File: config.mk
export PLATFORM = sky130hd
export DESIGN_NAME = univ_range_counter
export DESIGN_NICKNAME = d
export VERILOG_FILES = /design/src/rtl/univ_range_counter.sv
export SDC_FILE = /design/constraint.sdc
export NUM_CORES = 1
export LEC_CHECK = 0
export CAP_MARGIN = 20
export CORE_AREA = 2 2 83 85
export CTS_BUF_LIST = sky130_fd_sc_hd__clkbuf_4 sky130_fd_sc_hd__clkbuf_8 sky130_fd_sc_hd__clkbuf_16
export DETAILED_ROUTE_END_ITERATION = 7
export DIE_AREA = 0 0 85 87
export PLACE_DENSITY = 0.86
export SLEW_MARGIN = 15
export SYNTH_ARGS = -nofsm -noshare
export SYNTH_HDL_FRONTEND = slang
export SYNTH_SLANG_ARGS = --single-unit
File: constraint.sdc
create_clock -name clk -period 4.7 [get_ports clk]
set_clock_uncertainty 0.05 [all_clocks]
set_input_delay 0.94 -clock clk [delete_from_list [all_inputs] [get_ports clk]]
set_output_delay 0.94 -clock clk [all_outputs]
set_load 0.1 [all_outputs]
File: src/rtl/univ_range_counter.sv
// Range counter with programmable bounds, step and terminal-count mode.
// Modes: wrap, saturate, bounce, one-shot.
module univ_range_counter #(
  parameter int N = 8
) (
  input  logic         clk,
  input  logic         reset,
  input  logic         syn_clr,
  input  logic         load,
  input  logic         en,
  input  logic         up,
  input  logic [N-1:0] d,
  input  logic [N-1:0] step,
  input  logic [N-1:0] lo,
  input  logic [N-1:0] hi,
  input  logic [1:0]   mode,
  output logic [N-1:0] q,
  output logic         max_tick,
  output logic         min_tick,
  output logic         dir,
  output logic         evt,
  output logic         done,
  output logic         cfg_err
);

  typedef enum logic [1:0] {
    M_WRAP    = 2'b00,
    M_SAT     = 2'b01,
    M_BOUNCE  = 2'b10,
    M_ONESHOT = 2'b11
  } mode_t;

  logic [N-1:0] r_q;
  logic         r_dir;
  logic         r_evt;
  logic         r_done;

  logic [N-1:0] w_q_nxt;
  logic         w_dir_nxt;
  logic         w_evt_nxt;
  logic         w_done_nxt;

  mode_t        w_mode;
  logic         w_bounce;
  logic         w_cfg_err;
  logic         w_cnt_en;
  logic         w_eff_up;
  logic         w_oor;
  logic [N:0]   w_sum;
  logic [N:0]   w_lo_step;
  logic [N-1:0] w_diff;
  logic         w_ovr_up;
  logic         w_ext_up;
  logic         w_ovr_dn;
  logic         w_ext_dn;
  logic         w_ovr;
  logic         w_ext;
  logic [N-1:0] w_bnd;
  logic [N-1:0] w_clamp;

  assign w_mode    = mode_t'(mode);
  assign w_bounce  = (w_mode == M_BOUNCE);
  assign w_cfg_err = (lo > hi);
  assign w_cnt_en  = en && !w_cfg_err && !r_done;
  assign w_eff_up  = w_bounce ? r_dir : up;
  assign w_oor     = (r_q > hi) || (r_q < lo);

  // One extra bit keeps the bound comparisons free of wrap-around.
  assign w_sum     = {1'b0, r_q} + {1'b0, step};
  assign w_lo_step = {1'b0, lo} + {1'b0, step};
  assign w_diff    = r_q - step;
  assign w_ovr_up  = (w_sum > {1'b0, hi});
  assign w_ext_up  = (w_sum == {1'b0, hi});
  assign w_ovr_dn  = ({1'b0, r_q} < w_lo_step);
  assign w_ext_dn  = ({1'b0, r_q} == w_lo_step);
  assign w_ovr     = w_eff_up ? w_ovr_up : w_ovr_dn;
  assign w_ext     = w_eff_up ? w_ext_up : w_ext_dn;
  assign w_bnd     = w_eff_up ? hi : lo;

  assign w_clamp = (d < lo) ? lo :
                   (d > hi) ? hi : d;

  always_comb begin
    w_q_nxt    = r_q;
    w_dir_nxt  = r_dir;
    w_done_nxt = r_done;
    w_evt_nxt  = 1'b0;
    if (syn_clr) begin
      w_q_nxt    = lo;
      w_dir_nxt  = up;
      w_done_nxt = 1'b0;
    end else if (load && !w_cfg_err) begin
      w_q_nxt    = w_clamp;
      w_dir_nxt  = up;
      w_done_nxt = 1'b0;
    end else if (w_cnt_en) begin
      if (w_oor) begin
        w_q_nxt   = w_eff_up ? lo : hi;
        w_evt_nxt = 1'b1;
        if (!w_bounce) w_dir_nxt = up;
      end else if (step != '0) begin
        if (!w_bounce) w_dir_nxt = up;
        if (!(w_ovr || w_ext)) begin
          w_q_nxt = w_eff_up ? w_sum[N-1:0] : w_diff;
        end else begin
          w_q_nxt = w_bnd;
          unique case (w_mode)
            M_WRAP: begin
              if (w_ovr) begin
                w_q_nxt   = w_eff_up ? lo : hi;
                w_evt_nxt = 1'b1;
              end
            end
            M_SAT: begin
              w_evt_nxt = (r_q != w_bnd);
            end
            M_BOUNCE: begin
              w_dir_nxt = ~r_dir;
              w_evt_nxt = 1'b1;
            end
            M_ONESHOT: begin
              w_done_nxt = 1'b1;
              w_evt_nxt  = 1'b1;
            end
            default: ;
          endcase
        end
      end
    end
  end

  always_ff @(posedge clk or posedge reset) begin
    if (reset) begin
      r_q    <= '0;
      r_dir  <= 1'b1;
      r_evt  <= 1'b0;
      r_done <= 1'b0;
    end else begin
      r_q    <= w_q_nxt;
      r_dir  <= w_dir_nxt;
      r_evt  <= w_evt_nxt;
      r_done <= w_done_nxt;
    end
  end

  assign q        = r_q;
  assign dir      = r_dir;
  assign evt      = r_evt;
  assign done     = r_done;
  assign cfg_err  = w_cfg_err;
  assign max_tick = (r_q == hi);
  assign min_tick = (r_q == lo);

endmodule

==> results of run 1 <==
metal layers:
metal,GRT usage (%),wire [um],up-vias
li1,-,-,1857
met1,44.3,5080,1862
met2,59.2,5880,223
met3,5.69,1220,56
met4,17.2,705,0
met5,0,0,-
worst max path at each step:
stage	start	endpoint	slack [ns]	depth (start not counted)
global route	step[2]	q[7]$_DFFE_PP0P_	0.03	18
detailed placement	step[0]	q[2]$_DFFE_PP0P_	-0.32	19
floorplan	hi[3]	q[7]$_DFFE_PP0P_	0.30	9
CTS	step[0]	q[7]$_DFFE_PP0P_	0.003	18
finish	lo[2]	q[7]$_DFFE_PP0P_	0.16	17
global placement	step[0]	q[1]$_DFFE_PP0P_	-0.22	19
cells by family after synthesis:
| logic type | Yosys count |
|---|---|
| AO/OA/AOI/OAI | 139 |
| AND/OR/NAND/NOR | 116 |
| adder cells (fa/ha/maj) | 81 |
| buffers and inverters | 41 |
| XOR/XNOR | 25 |
| multiplexers | 19 |
| flip-flops | 11 |
power breakdown:
part	leakage [nW]	total, W	switching, W	internal [W]
Combinational	1.98	0.00134	0.000783	0.000560
Clock	0.0262	0.000104	0.0000384	0.0000654
Sequential	0.133	0.000168	0.0000537	0.000115
Total	2.14	0.00162	0.000875	0.000740
through the flow:
step           instances  hold WS, ns
3_3_place_gp         607        0.448
4_1_cts              611        0.496
2_1_floorplan        432        0.742
3_5_place_dp         607        0.486
5_1_grt              611        0.522
6_report             611        0.493
flip-flops by register name, summed over array words and instances (netlist names):
register and flops:
q 8, dir 1, done 1, evt 1
Yosys cell counts, drive strengths merged, types with 3 or more instances:
library cell  number  area [um^2]
clkbuf             3         11.3
nand2b             9         56.3
o21a               4         30.0
a21o               5         37.5
a211oi             4         30.0
o21ai             25          129
nor2b             11         68.8
o211ai            15          126
dfrtp             10          250
and3               4         30.0
a222oi             5         50.1
nor3               7         35.0
a22oi              5         42.5
buf                4         22.5
fa                 3         60.1
o21bai             3         22.5
o22ai              5         31.3
nand2             28          108
nor4               4         25.0
mux2i             19          190
xnor2             23          201
a31oi              7         43.8
ha                78          976
a21oi             35          194
o221ai             6         58.8
nand4             11         68.8
inv               34          128
nor2              26          100
final cells by class:
class                      count  area [um^2]
clock buffer                   4         48.8
fill                         516         1980
inverter                      34          128
multi-input combinational    380         3110
sequential                    11          277
tap                           80          100
timing repair buffer         102          926
what timing repair did:
item                                    in CTS  in global routing
resized for setup                            5                 14
pin swaps                                    1                  3
hold buffers                                 0                  0
endpoints found under the setup margin       4                 11
==> results.cfg, run 1 <==
[final_layout]
layout_commonest_cell = ha_1
utilization_pct = 69.8
area_delta_synth_final_pct = 30.9
final_cell_area_um2 = 4590
fin_nets = 653
drive_gt1_share_pct = 15.6
diodes = 0
mostFrequentLayoutCells = 76 x ha_1, 50 x buf_4, 46 x clkdlybuf4s50_1, 34 x inv_1, 31 x a21oi_1

[detailed_routing]
ant_nets = 0
drc = 0
drt-wirelength-per-cell_um = 21.1
vias = 3998
drtIter0Drc = 369
drt_pre_antenna_iters = 7
wirelength_mm = 12.9
via_per_inst = 6.54

[timing]
finalCriticalPeriod_ns = 4.54
period_share_pct = 96.5
max_freq_mhz = 220
final-hold-violation-count = 0
worstMarginPinSlew_ns = 0.966
rsz0062_at_grt = false
maxSlewViolCount = 0
finalSetupViolCount = 0
finalSetupTns_ns = 0
setup_slack_ns = 0.163
max_slew_margin_pct = 35.4

[clock_network]
tritoncts = done
cts.path.max_buffers = 2
worstSkewPairLatency_ns = 0.25
post-cts-setup-buffers = 0
htreeDepth = 1
clock-root-buffer = clkbuf_8
cts_buffers = 3
clock-sinks = 11
cts.reportedPaths.clkPinSlew_ns = 0.05

[global_routing]
grtUsageTotal_pct = 35.4
grt_pass1_vias = 3969
grt_pass1_wl_mm = 20.5
grt_max_degree = 16
overflow = 0
antenna_found_initial = 0

[die]
floorplan.die.height_um = 87
pin_count = 54
coreArea_um2 = 6570
start_util_pct = 53.3
design.die.area_um2 = 7400
fp.dieW_um = 85
num_rows = 30

[setup_path]
crit_chain = clkdlybuf4s50_1 > ha_1 > a21oi_2 > o21bai_1 > a21oi_1 > o21bai_1 > a21oi_1 > xor2_1 > ha_1 > nor3_1 > o211ai_1 > o211a_1 > and3_2 > or3_4 > o31a_1 > o211ai_1 > a22o_1
worst_ep_arrival_time_ns = 4.66
critPathLaunchType = input port
critPathCaptureType = flop
cp_max_fo = 4
slowest_delay_ns = 0.58
r2r_cells = 17
crit_path_top_delay_cell = clkdlybuf4s50_1
worst-path-buf-inv = 1
r2r_slack_ns = 0.68
worstPathRequired_ns = 4.83
path_class = in -> reg
r2r_end = q[7]$_DFFE_PP0P_
worst_r2r_startpoint = q[0]$_DFFE_PP0P_
path_delay_family = compound AO/OA/AOI/OAI gates

[placed_design]
dp_slack_ns = -0.315
port_buffers = 53
hpwl_mm = 10.4
place_area_um2 = 4480
place_congestion = 1.01

[synthesis]
synthFlopType = dfrtp_1
async_flop_share_pct = 100
syn_inst = 432
synth_top_family_by_area = adder cells
synth-xor-area-share_pct = 6.25
synthSimpleGateAreaFrac_pct = 17.6
syn_avg_cell_area_um2 = 8.11
ys_seq_elements = 11
synth.distinct_cells = 67
synth.cell_area_um2 = 3500
synthMuxAreaShare_pct = 5.43
synth_edf_count = 0
synth-compound-area-share_pct = 28.6
ys_seq_area_share_pct = 7.90
yosys_warnings = 0
synth-adder-area-share_pct = 29.6
syn-num-nets = 553

[worst_hold_path]
hp-start = done$_DFFE_PP0P_
min_path_type = reg -> reg
hold_path_end = done$_DFFE_PP0P_
whs_path_depth = 1

[power]
finalPower_w = 0.00162
ir_worst_vdd_uv = 286
powerDensity_nw_per_um2 = 352
leakage_nw = 2.14

[outcome]
status = complete, no violations

[flow_run]
drv_cap = 0
(Power assumes the default switching activity.)
==> run 2, diff against run 1 <==
--- a/config.mk
+++ b/config.mk
@@ -6,10 +6,10 @@
 export NUM_CORES = 1
 export LEC_CHECK = 0
 export CAP_MARGIN = 20
-export CORE_AREA = 2 2 83 85
+export CORE_AREA = 2 2 87 81
 export CTS_BUF_LIST = sky130_fd_sc_hd__clkbuf_4 sky130_fd_sc_hd__clkbuf_8 sky130_fd_sc_hd__clkbuf_16
 export DETAILED_ROUTE_END_ITERATION = 7
-export DIE_AREA = 0 0 85 87
+export DIE_AREA = 0 0 89 83
 export PLACE_DENSITY = 0.86
 export SLEW_MARGIN = 15
 export SYNTH_ARGS = -nofsm -noshare
==> results.cfg, run 2 (same netlist as run 1, synthesis figures left out) <==
[final_layout]
multi_input_area_um2 = 3090
utilization_pct = 68.5
drive_gt1_share_pct = 12.3
mostFrequentLayoutCells = 76 x ha_1, 46 x clkdlybuf4s50_1, 34 x inv_1, 33 x buf_4, 31 x a21oi_1
area_delta_synth_final_pct = 26.1
diodes = 0
fin_nets = 634
n_fill_cell = 515
largest_reg_flops = 8
layout_commonest_cell = ha_1
final_cell_area_um2 = 4420
seq_area_um2 = 277

[die]
coreArea_um2 = 6450
design.die.area_um2 = 7390
start_util_pct = 54.3
floorplan.die.height_um = 83
pin_count = 54
num_rows = 28
fp.dieW_um = 89

[flow_run]
drv_cap = 0

[global_routing]
antenna_found_initial = 0
grt_use_met3_pct = 6.66
grt_max_degree = 16
grtUsageTotal_pct = 32.1
grt_pass1_vias = 3808
grt_use_met1_pct = 43.8
busiest_layer = met2
grt_pass1_wl_mm = 18.9
grtUsageMet2_pct = 50.7
overflow = 0

[setup_path]
worstPathRequired_ns = 4.84
critPathCaptureType = flop
cp_max_fo = 3
path_class = in -> reg
worst_ep_arrival_time_ns = 4.62
critPathLaunchType = input port
r2r_cells = 17

[placed_design]
place_congestion = 1.00
hpwl_mm = 9.54
port_buffers = 53
place_area_um2 = 4320

[outcome]
status = complete, no violations

[power]
leakage_nw = 2.04
powerDensity_nw_per_um2 = 347
finalPower_w = 0.00153
ir_worst_vdd_uv = 249

[clock_network]
cts_buffers = 3
clock-sinks = 11
worstSkewPairLatency_ns = 0.25
clock-root-buffer = clkbuf_8
cts.reportedPaths.clkPinSlew_ns = 0.05
tritoncts = done
htreeDepth = 1
cts.path.max_buffers = 2

[detailed_routing]
via_per_inst = 6.64
vias = 3998
drc = 0
wirelength_mm = 12.0
ant_nets = 0
drt-wirelength-per-cell_um = 19.9
drt_pre_antenna_iters = 6
drtIter0Drc = 604

[timing]
period_share_pct = 95.4
maxSlewViolCount = 0
finalCriticalPeriod_ns = 4.48
finalSetupViolCount = 0
max_freq_mhz = 223
final-hold-violation-count = 0
max_slew_margin_pct = 32.2
rsz0062_at_grt = false
worstMarginPinSlew_ns = 1.01

[worst_hold_path]
min_path_type = reg -> reg
whs_path_depth = 1
run 2: metrics by stage:
step / cells / setup TNS (ns) / hold WS [ns] / setup WS [ns]
6_report: 602 / 0 / 0.466 / 0.217
5_1_grt: 602 / 0 / 0.479 / 0.0257
4_1_cts: 601 / 0 / 0.469 / 0.0151
3_5_place_dp: 597 / -1.95 / 0.454 / -0.259
3_3_place_gp: 597 / -0.978 / 0.456 / -0.166
2_1_floorplan: 432 / 0 / 0.742 / 0.296
run 2: critical path, cell delays in order:
cell and delay [ns]:
clkdlybuf4s50_1 0.54, inv_1 0.08, ha_1 0.33, nor2b_1 0.19, o311a_1 0.20, nor2_1 0.05, nor2_1 0.14, nor2_1 0.09
xnor2_1 0.13, ha_1 0.29, and4_4 0.22, a21boi_2 0.17, o22ai_1 0.08, and3_4 0.20, or3_4 0.38, o31a_1 0.32
o211ai_1 0.12, a22o_1 0.15
run 2: cell type report:
class | count | share of cell area, %
multi-input cells | 380 | 70.0
repair buffers | 83 | 17.2
flip-flops and latches | 11 | 6.26
clock buffers | 4 | 1.11
inverters | 34 | 2.89
well taps | 90 | 2.55
run 2: path summary, 6_finish.rpt:
kind	slack, ns	end	from
worst max register to register	0.69	q[7]$_DFFE_PP0P_	q[0]$_DFFE_PP0P_
min in group asynchronous	0.96	evt$_DFF_PP0_	reset
worst max-delay path	0.22	q[7]$_DFFE_PP0P_	step[2]
worst min register to register	0.47	done$_DFFE_PP0P_	done$_DFFE_PP0P_
worst min-delay path	0.47	done$_DFFE_PP0P_	done$_DFFE_PP0P_
max in group asynchronous	3.30	dir$_DFFE_PP1P_	reset
run 2: where the power goes:
group | internal, W | switching (W) | total [W] | leakage (nW)
clock | 0.0000657 | 0.0000404 | 0.000106 | 0.0262
combinational | 0.000510 | 0.000742 | 0.00125 | 1.88
sequential | 0.000114 | 0.0000616 | 0.000176 | 0.133
run 2: layer usage:
metal	share of wire [%]	vias up
met4	3.4	0
li1	-	1810
met3	11	51
met1	40	1861
met5	0	-
met2	46	276
run 2: repair_timing:
item | CTS | global route
resized for setup | 2 | 13
hold buffers | 0 | 0
endpoints found under the setup margin | 4 | 11
pin swaps | 0 | 4
buffers inserted | 0 | 1
